<file path="src/rtl/video_timing_ctrl.sv">
// rtl/video_timing_ctrl.sv - raster timing generator: HS/VS/video-enable, pixel coordinates and start pulses
module video_timing_ctrl #(
  parameter int H_ACTIVE = 640,
  parameter int H_FP     = 16,
  parameter int H_SYNC   = 96,
  parameter int H_BP     = 48,
  parameter int V_ACTIVE = 480,
  parameter int V_FP     = 10,
  parameter int V_SYNC   = 2,
  parameter int V_BP     = 33,
  parameter bit HS_POL   = 1'b0,
  parameter bit VS_POL   = 1'b0,
  parameter int CW       = 12
) (
  input  logic          i_clk,
  input  logic          i_rst,
  input  logic          i_en,
  output logic          o_hs,
  output logic          o_vs,
  output logic          o_ve,
  output logic [1:0]    o_control,
  output logic [CW-1:0] o_x,
  output logic [CW-1:0] o_y,
  output logic          o_line_start,
  output logic          o_frame_start
);

  localparam int H_TOTAL = H_ACTIVE + H_FP + H_SYNC + H_BP;
  localparam int V_TOTAL = V_ACTIVE + V_FP + V_SYNC + V_BP;

  // Phase boundaries as counter values; a zero-length porch makes two equal,
  // so the decode below never lands in that phase.
  localparam logic [CW-1:0] H_END_ACT  = CW'(H_ACTIVE);
  localparam logic [CW-1:0] H_END_FP   = CW'(H_ACTIVE + H_FP);
  localparam logic [CW-1:0] H_END_SYNC = CW'(H_ACTIVE + H_FP + H_SYNC);
  localparam logic [CW-1:0] H_LAST     = CW'(H_TOTAL - 1);
  localparam logic [CW-1:0] V_END_ACT  = CW'(V_ACTIVE);
  localparam logic [CW-1:0] V_END_FP   = CW'(V_ACTIVE + V_FP);
  localparam logic [CW-1:0] V_END_SYNC = CW'(V_ACTIVE + V_FP + V_SYNC);
  localparam logic [CW-1:0] V_LAST     = CW'(V_TOTAL - 1);

  typedef enum logic [1:0] {ST_ACT, ST_FP, ST_SYNC, ST_BP} phase_t;

  logic [CW-1:0] h_cnt, h_cnt_nxt, v_cnt, v_cnt_nxt;
  phase_t        h_state, h_state_nxt, v_state, v_state_nxt;
  logic          h_wrap, v_wrap;
  logic          ve_c;

  function automatic phase_t phase_of(input logic [CW-1:0] c, input logic [CW-1:0] e_act,
                                      input logic [CW-1:0] e_fp, input logic [CW-1:0] e_sync);
    if (c < e_act)       return ST_ACT;
    else if (c < e_fp)   return ST_FP;
    else if (c < e_sync) return ST_SYNC;
    else                 return ST_BP;
  endfunction

  always_ff @(posedge i_clk) begin
    if (i_rst) begin
      h_cnt   <= '0;
      v_cnt   <= '0;
      h_state <= ST_ACT;
      v_state <= ST_ACT;
    end else if (i_en) begin
      h_cnt   <= h_cnt_nxt;
      v_cnt   <= v_cnt_nxt;
      h_state <= h_state_nxt;
      v_state <= v_state_nxt;
    end
  end

  always_comb begin
    h_cnt_nxt   = h_cnt;
    v_cnt_nxt   = v_cnt;
    h_state_nxt = h_state;
    v_state_nxt = v_state;
    h_wrap      = (h_cnt == H_LAST);
    v_wrap      = (v_cnt == V_LAST);
    h_cnt_nxt   = h_wrap ? '0 : h_cnt + 1'b1;
    // Vertical machine only steps at the end of each line.
    if (h_wrap) v_cnt_nxt = v_wrap ? '0 : v_cnt + 1'b1;
    h_state_nxt = phase_of(h_cnt_nxt, H_END_ACT, H_END_FP, H_END_SYNC);
    v_state_nxt = phase_of(v_cnt_nxt, V_END_ACT, V_END_FP, V_END_SYNC);
  end

  assign ve_c = (h_state == ST_ACT) && (v_state == ST_ACT);

  // Outputs describe the counters as they stand now, i.e. one cycle behind.
  always_ff @(posedge i_clk) begin
    if (i_rst) begin
      o_ve          <= 1'b0;
      o_x           <= '0;
      o_y           <= '0;
      o_hs          <= ~HS_POL;
      o_vs          <= ~VS_POL;
      o_control     <= {~VS_POL, ~HS_POL};
      o_line_start  <= 1'b0;
      o_frame_start <= 1'b0;
    end else if (i_en) begin
      o_ve          <= ve_c;
      o_x           <= ve_c ? h_cnt : '0;
      o_y           <= ve_c ? v_cnt : '0;
      o_hs          <= (h_state == ST_SYNC) ? HS_POL : ~HS_POL;
      o_vs          <= (v_state == ST_SYNC) ? VS_POL : ~VS_POL;
      o_control     <= {(v_state == ST_SYNC) ? VS_POL : ~VS_POL,
                        (h_state == ST_SYNC) ? HS_POL : ~HS_POL};
      o_line_start  <= ve_c && (h_cnt == '0);
      o_frame_start <= ve_c && (h_cnt == '0) && (v_cnt == '0);
    end
  end

endmodule
</file>
<file path="config.mk">
export PLATFORM = sky130hd
export DESIGN_NAME = video_timing_ctrl
export DESIGN_NICKNAME = d
export VERILOG_FILES = /design/src/rtl/video_timing_ctrl.sv
export SDC_FILE = /design/constraint.sdc
export NUM_CORES = 1
export LEC_CHECK = 0
export CAP_MARGIN = 20
export CELL_PAD_IN_SITES_DETAIL_PLACEMENT = 0
export CELL_PAD_IN_SITES_GLOBAL_PLACEMENT = 1
export CORE_MARGIN = 2
export CORE_UTILIZATION = 35
export CTS_BUF_LIST = sky130_fd_sc_hd__clkbuf_16
export DETAILED_ROUTE_END_ITERATION = 10
export GPL_ROUTABILITY_DRIVEN = 1
export PLACE_DENSITY = 0.73
export SLEW_MARGIN = 20
export SYNTH_ARGS = -nofsm -noshare
export SYNTH_HDL_FRONTEND = slang
export SYNTH_SLANG_ARGS = --single-unit
</file>
<file path="constraint.sdc">
create_clock -name i_clk -period 5.6 [get_ports i_clk]
set_input_delay 1.12 -clock i_clk [delete_from_list [all_inputs] [get_ports i_clk]]
set_output_delay 1.12 -clock i_clk [all_outputs]
set_load 0.02 [all_outputs]
</file>
==> results of run 1 <==
==> kinds of logic (layout without fill, tap and decap cells) <==
| family | count (synthesis) | after routing |
|---|---|---|
| XOR/XNOR | 17 | 17 |
| buffers and inverters | 45 | 60 |
| flip-flops | 57 | 57 |
| AND/OR/NAND/NOR | 161 | 161 |
| multiplexers | 3 | 3 |
| adder cells (fa/ha/maj) | 4 | 4 |
| AO/OA/AOI/OAI | 78 | 78 |
==> layout make-up <==
type | count | area [um^2] | area share
Timing Repair Buffer | 37 | 355 | 0.101
Clock inverter | 7 | 28.8 | 0.00820
Tap cell | 105 | 131 | 0.0374
Multi-Input combinational cell | 263 | 1600 | 0.456
Inverter | 7 | 26.3 | 0.00749
Sequential cell | 57 | 1140 | 0.325
Clock buffer | 9 | 225 | 0.0642
==> report_power, final <==
part	leakage (nW)	internal, mW	switching (mW)
clock network	0.130	0.289	0.182
registers	0.460	0.411	0.00379
logic	0.647	0.0133	0.0288
total	1.24	0.713	0.215
==> sequential cells by signal (all words and copies together), names as in the netlist, 2 cells and up <==
register  flops
h_cnt        12
h_state       2
o_x          12
o_y          12
v_cnt        12
v_state       2
==> path summary, 6_finish.rpt <==
| check | slack (ps) | from | endpoint |
|---|---|---|---|
| max | 2550 | i_en | v_state[1] |
| min | 470 | o_line_start | o_line_start |
| max reg2reg | 2860 | h_cnt[0] | v_state[1] |
| min reg2reg | 470 | o_line_start | o_line_start |
==> worst register-to-register path: stages (launching register included) <==
cell and delay [ps]:
dfxtp_1 440, ha_1 310, nand4_2 340, nor3_2 560, buf_4 270, nand4_1 120, xor2_1 210, a21oi_1 100
a311o_1 270
==> cells in the final DEF, fill, tap and decap left out, types with 2 or more instances in the layout <==
cell,netlist,layout
ha_1,4,4
clkdlybuf4s50_1,0,32
nor4b_1,3,3
o2bb2ai_1,2,2
and2_1,3,3
nor3_1,13,13
dfxtp_1,57,57
and4_2,2,2
nand3_1,16,16
a21boi_0,2,2
nand2_1,31,31
and4_1,2,2
clkinv_1,0,4
nor3b_1,2,2
xnor2_1,2,2
inv_1,7,8
o21ai_0,10,10
nor4_1,6,6
nor2_1,55,54
buf_4,4,4
and3_1,5,5
a21oi_1,17,17
a211oi_1,3,3
or3_1,2,2
mux2i_1,2,2
xor2_1,15,15
o22ai_1,4,4
clkbuf_16,0,9
a22oi_1,24,24
a31oi_1,2,2
a32oi_1,2,2
nand4_1,10,10
o221a_2,2,2
clkinv_2,0,2
o32ai_1,2,2
==> routing by layer <==
layer  vias up  track usage
met5         -            0
met4         0       0.0553
met3        14       0.0441
met2        46        0.263
met1      1254        0.224
li1       1336            -
==> impl_metrics.tcl, run 1 <==
set metrics [dict create \
    initial_core_util 0.364 \
    root_buffer "clkbuf_16" \
    ys_ff_latch 57 \
    cp-start-kind "primary input" \
    core_um2 8260 \
    critPathBufInv 4 \
    yosysWarnings 0 \
    slew_headroom 0.400 \
    async_reset_ff_frac 0 \
    p_total_uw 927 \
    syn_to_final_growth_pct 16.7 \
    clkTransAtPathRegs_ps 50 \
    synth_ff_type "dfxtp_1" \
    clockBufferDepth 2 \
    die_y_um 96.7 \
    die_x_um 96.7 \
    via_per_inst 5.46 \
    final.period_utilization 0.545 \
    placed_area_um2 3250 \
    synth_top_area_frac 0.380 \
    crit_slowest_cell "inv_1" \
    rows 33 \
    synth_simple_gate_area_share 0.278 \
    synthTopCellsByArea "dfxtp_1, nor2_1, a22oi_1" \
    fillCellCount 870 \
    synthTopCellsByCount "dfxtp_1, nor2_1, nand2_1" \
    top_layer_used "met4" \
    cp_cell_sequence "clkdlybuf4s50_1, buf_4, inv_1, buf_4, nor2_1, and2_1, a311o_1" \
    antenna_left 0 \
    yosysSeqAreaShare 0.380 \
    synth_xor_area_frac 0.0495 \
    htree_levels 3 \
    critPathArrivalTime_ps 3270 \
    place_congestion 0.906 \
    yosysMostFrequentCell "dfxtp_1" \
    synth-edff-count 0 \
    synth_compound_area_frac 0.177 \
    hold_violations 0 \
    crit_cells 7 \
    drc 0 \
    required_ps 5810 \
    post_cts_buffers 0 \
    synth_top_family_by_area "simple AND/OR/NAND/NOR gates" \
    synth_mux_area_frac 0.0104 \
    postSynthAreaPerCell_um2 8.23 \
    grt_pass1_vias 2516 \
    nets 382 \
    path_max_fanout 33 \
    final_core_util 0.425 \
    grt_use_total 0.168 \
    layoutNonFillerInstCount 485 \
    min_path_cells 2 \
    ctsResizeCount 0 \
    die_area_um2 9340 \
    wl_per_cell_um 15.5 \
    synth_fa_ha_area_frac 0.0167 \
    cpMostUsedCell "buf_4" \
    fmax_mhz 327 \
    crit_path_end_kind "flop" \
    cts.sinks 57 \
    preCtsSetupSlack_ps 2200 \
    clock_latency_ps 330 \
    fin_skew_ps 6.84 \
    detailed_place_hpwl_mm 4.96 \
    syn-cell-area_um2 3010 \
    ctsHoldBuffers 0 \
    hp-class "flop to flop" \
    reg2regPathDepth 8 \
    final_max_slew_viol_count 0 \
    cpLargestDelayFamily "buffers and inverters" \
    tightest_slew_ps 900 \
    stdcell_area_um2 3510 \
    num_io_pins 34 \
    grt_overflow 0 \
    outcome "finished, final reports clean" \
    drive_gt1_frac 0.0842 \
    wl_met3_um 313 \
    yosysTopAreaCell "dfxtp_1" \
    routed-via-count 2650 \
    ir_drop_uv 167 \
    critPathKind "primary input to flop" \
    diodes 0 \
    cts_tree "built" \
    wl_met1_mm 3.54 \
    grt_pass1_wl_mm 13.0 \
    rsz0062_at_grt "no" \
    drt_iter0_drc 130 \
    first_pass_iters 4 \
    cts_buffers 9 \
    whs_ps 470 \
    max_cap_violations 0 \
    syn-num-nets 372 \
    leakage_nw 1.24 \
    antenna_found_initial 0 \
    syn_inst 365 \
    wl_met2_mm 3.56 \
    place_inst 469 \
    ys_types 57 \
    power_density_nw_per_um2 264 \
    slowest_delay_ps 560 \
    drt-total-wl_mm 7.53 \
    min_period_ps 3050 \
    setup_viol 0 \
    grt_max_degree 52 \
    portBuffers 33 \
    fin_tns_setup_ps 0 \
    fin_ws_ps 2550 \
]
Note: power is estimated with default switching activity, not from simulation.
==> inputs of run 2 (changes only) <==
clock period = 3.2 ns   (was 5.6 ns; I/O delays follow)
==> impl_metrics.tcl, run 2 (synthesized netlist as in run 1, its figures left out) <==
set metrics [dict create \
    critPathKind "flop to flop" \
    rsz0062_at_grt "no" \
    timing.rr.start "h_cnt[0]" \
    antenna_left 0 \
    reg2regPathDepth 7 \
    grt_pass1_vias 2546 \
    leakage_nw 1.27 \
    initial_core_util 0.364 \
    clkPwrFrac 0.528 \
    p_total_mw 1.70 \
    final.period_utilization 0.791 \
    crit_start "h_cnt[0]" \
    syn_to_final_growth_pct 18.6 \
    ir_drop_uv 287 \
    min_path_cells 2 \
    seqPwrFrac 0.426 \
    drive_gt1_frac 0.0938 \
    grt_overflow 0 \
    slew_headroom 0.595 \
    first_pass_iters 5 \
    ctsHoldBuffers 0 \
    critPathArrivalTime_ps 2750 \
    required_ps 3420 \
    stdcell_area_um2 3560 \
    power_frac_comb 0.046 \
    routed-via-count 2680 \
    cts_tree "built" \
    drt-total-wl_mm 7.59 \
    outcome "finished, final reports clean" \
    fin_tns_setup_ps 0 \
    cp-start-kind "flop" \
    power_density_nw_per_um2 477 \
    switching_share 0.218 \
    detailed_place_hpwl_mm 5.17 \
    root_buffer "clkbuf_16" \
    antenna_found_initial 0 \
    crit_path_end_kind "flop" \
    cts.sinks 57 \
    final_max_slew_viol_count 0 \
    fmax_mhz 395 \
    placed_area_um2 3280 \
    die_x_um 96.7 \
    power.switching_uw 371 \
    fin_ws_ps 668 \
    tightest_slew_ps 607 \
    power.internal_mw 1.33 \
    hp-class "flop to flop" \
    post_cts_buffers 0 \
    final_cell_mix "dfxtp_1, nor2_1, clkdlybuf4s50_1" \
    via_per_inst 5.48 \
    nets 386 \
    drc 0 \
    ctsResizeCount 0 \
    grt_pass1_wl_mm 12.9 \
    path_max_fanout 10 \
    rows 33 \
    portBuffers 33 \
    clkTransAtPathRegs_ps 50 \
    min-delay-start "o_line_start" \
    fin_skew_ps 5.86 \
    core_um2 8260 \
    preCtsSetupSlack_ps 677 \
    cts_buffers 9 \
    diodes 0 \
    place_inst 473 \
    setup_viol 0 \
    grt_max_degree 44 \
    clockBufferDepth 2 \
    final_common_cell "dfxtp_1" \
    drt_iter0_drc 157 \
    layoutNonFillerInstCount 489 \
    grt_use_total 0.169 \
    die_area_um2 9340 \
    clock_latency_ps 330 \
    hold_violations 0 \
    wl_per_cell_um 15.5 \
    htree_levels 3 \
    die_y_um 96.7 \
    max_cap_violations 0 \
    place_congestion 0.941 \
    num_io_pins 34 \
    min_period_ps 2530 \
]
==> run 2: critical path, stage by stage (launching register included) <==
cell and delay (ps):
dfxtp_1 400, ha_1 270, nand4_2 320, or4_4 630
o22ai_2 200, o22ai_1 120, and2_1 180, a311o_1 300
==> run 2: final timing paths <==
check                 endpoint  slack (ps)
setup / recovery    v_state[1]         670
hold / removal    o_line_start         470
setup reg to reg    v_state[1]         670
hold reg to reg   o_line_start         470
==> run 2: power by group through the flow <==
stage,clock (mW),sequential (mW),combinational [mW]
final,0.897,0.725,0.0781
after global routing,0.949,0.725,0.0860
after CTS,0.917,0.725,0.0792
after detailed placement,0,0.739,0.0785
after global placement,0,0.739,0.0788
after floorplan,0,0.743,0.0469
==> run 2: per-layer routing <==
metal | GRT usage | share of wire | vias to the layer above
met2 | 0.271 | 0.47 | 62
met1 | 0.221 | 0.47 | 1269
met3 | 0.0499 | 0.051 | 9
met4 | 0.0509 | 0.0084 | 0
met5 | 0 | 0 | -
li1 | - | - | 1340
==> run 2: area by class of cell <==
cell class / count / area (um^2)
Fill cell: 848 / 4690
Inverter: 7 / 26.3
Clock buffer: 9 / 225
Multi-Input combinational cell: 263 / 1600
Timing Repair Buffer: 41 / 385
Tap cell: 105 / 131
Sequential cell: 57 / 1140
Clock inverter: 7 / 53.8
==> run 2: stage by stage <==
step,util,hold slack (ps)
after floorplan,-,468
after global placement,0.398,463
after detailed placement,0.398,469
after CTS,0.432,476
after global routing,0.432,511
final,0.432,472
==> inputs of run 3 (changes only) <==
clock period = 2.5 ns   (was 3.2 ns; I/O delays follow)
==> impl_metrics.tcl, run 3 (synthesized netlist as in run 1, its figures left out) <==
set metrics [dict create \
    outcome "finished, final reports clean" \
    drc 0 \
    grt_pass1_wl_mm 13.3 \
    timing.rr.start "h_cnt[7]" \
    min-delay-start "o_line_start" \
    clkPwrFrac 0.503 \
    cts.sinks 57 \
    htree_levels 3 \
    fin_tns_setup_ps 0 \
    critPathArrivalTime_ps 2570 \
    p_total_mw 2.08 \
    required_ps 2710 \
    min_period_ps 2360 \
    fin_skew_ps 6.25 \
    r2r_end "v_state[1]" \
    core_um2 8260 \
    clock_latency_ps 320 \
    final_common_cell "dfxtp_1" \
    multiInputGateArea_um2 1600 \
    slowest_delay_ps 680 \
    antenna_found_initial 0 \
    fin_ws_ps 141 \
    post_cts_buffers 0 \
    clockBufferDepth 2 \
    antenna_left 0 \
    initial_core_util 0.364 \
    rows 33 \
    num_io_pins 34 \
    root_buffer "clkbuf_16" \
    min_path_cells 2 \
    via_per_inst 5.48 \
    fillCellCount 809 \
    critPathKind "flop to flop" \
    reg2regPathDepth 6 \
    max_cap_violations 0 \
    critPathBufInv 0 \
    portBuffers 33 \
    setup_viol 0 \
    drt_iter0_drc 178 \
    diodes 0 \
    nets 401 \
    grt_max_degree 46 \
    ctsResizeCount 0 \
    cp_cell_sequence "or4b_2, nor4_4, mux2i_1, o22ai_1, and2_1, a311o_1" \
    power.switching_uw 474 \
    drive_gt1_frac 0.133 \
    place_congestion 0.916 \
    crit_path_end_kind "flop" \
    clkTransAtPathRegs_ps 50 \
    path_max_fanout 8 \
    grt_use_total 0.174 \
    final_max_slew_viol_count 0 \
    die_area_um2 9340 \
    power_density_nw_per_um2 569 \
    tightest_slew_ps 452 \
    ir_drop_uv 276 \
    crit_slowest_cell "or4b_2" \
    power_frac_comb 0.050 \
    cts_tree "built" \
    regArea_um2 1140 \
    drt-total-wl_mm 7.88 \
    fmax_mhz 424 \
    reg2reg_slack_ps 140 \
    switching_share 0.228 \
    seqPwrFrac 0.447 \
    slew_headroom 0.694 \
    first_pass_iters 4 \
    detailed_place_hpwl_mm 5.60 \
    ctsHoldBuffers 0 \
    rsz0062_at_grt "no" \
    die_x_um 96.7 \
    hold_end "o_line_start" \
    leakage_nw 1.34 \
    grt_overflow 0 \
    preCtsSetupSlack_ps 183 \
    layoutNonFillerInstCount 503 \
    syn_to_final_growth_pct 21.4 \
    grt_pass1_vias 2593 \
    cpLargestDelayFamily "simple AND/OR/NAND/NOR gates" \
    die_y_um 96.7 \
    cp-start-kind "flop" \
    wl_per_cell_um 15.7 \
    final.period_utilization 0.943 \
    final_cell_mix "dfxtp_1, nor2_1, clkdlybuf4s50_1" \
    cts_buffers 9 \
    hold_violations 0 \
    routed-via-count 2754 \
    hp-class "flop to flop" \
    place_inst 488 \
    power.internal_mw 1.60 \
]
run 3: cell count changes in the layout (fill, tap and decap cells not counted):
cell	before	now
bufinv_16	1	0
clkinv_2	1	4
inv_1	9	8
clkinv_1	3	1
buf_4	8	23
run 3: tightest hold or removal path, cell delays in order (launching register included):
cell     delay (ps)
dfxtp_1         300
nand2_1          60
a21oi_1          50
run 3: worst max-delay path by stage:
stage                        start         end  slack (ps)  cells past startpoint
after floorplan           h_cnt[0]  v_state[1]         200                      7
after global placement    h_cnt[7]  v_state[1]         220                      6
after detailed placement  h_cnt[7]  v_state[1]         180                      6
after CTS                 h_cnt[7]  v_state[1]         160                      6
after global routing      h_cnt[0]  v_state[1]           1                      8
final                     h_cnt[7]  v_state[1]         140                      6
run 3: layout make-up:
cell class	instances	area share
Clock buffer	9	0.0617
Inverter	7	0.00720
Timing Repair Buffer	56	0.136
Multi-Input combinational cell	263	0.438
Sequential cell	57	0.313
Clock inverter	6	0.00754
Tap cell	105	0.0360
run 3: layer usage:
metal,part of all wire,global-route usage
met4,0.017,0.0639
met3,0.047,0.0397
met5,0,0
met2,0.47,0.280
met1,0.47,0.229
run 3: per-stage QoR:
stage	instance area [um^2]	hold WS, ps	util
2_1_floorplan	3010	468	-
3_3_place_gp	3400	460	0.411
3_5_place_dp	3400	468	0.411
4_1_cts	3650	466	0.442
5_1_grt	3650	476	0.442
6_report	3650	466	0.442
run 3: power groups by stage:
| stage | clock network [mW] | logic [mW] | registers [mW] |
|---|---|---|---|
| 6_report | 1.04 | 0.104 | 0.927 |
| 5_1_grt | 1.11 | 0.115 | 0.928 |
| 4_1_cts | 1.07 | 0.106 | 0.927 |
| 3_5_place_dp | 0 | 0.106 | 0.946 |
| 3_3_place_gp | 0 | 0.105 | 0.945 |
| 2_1_floorplan | 0 | 0.0600 | 0.951 |
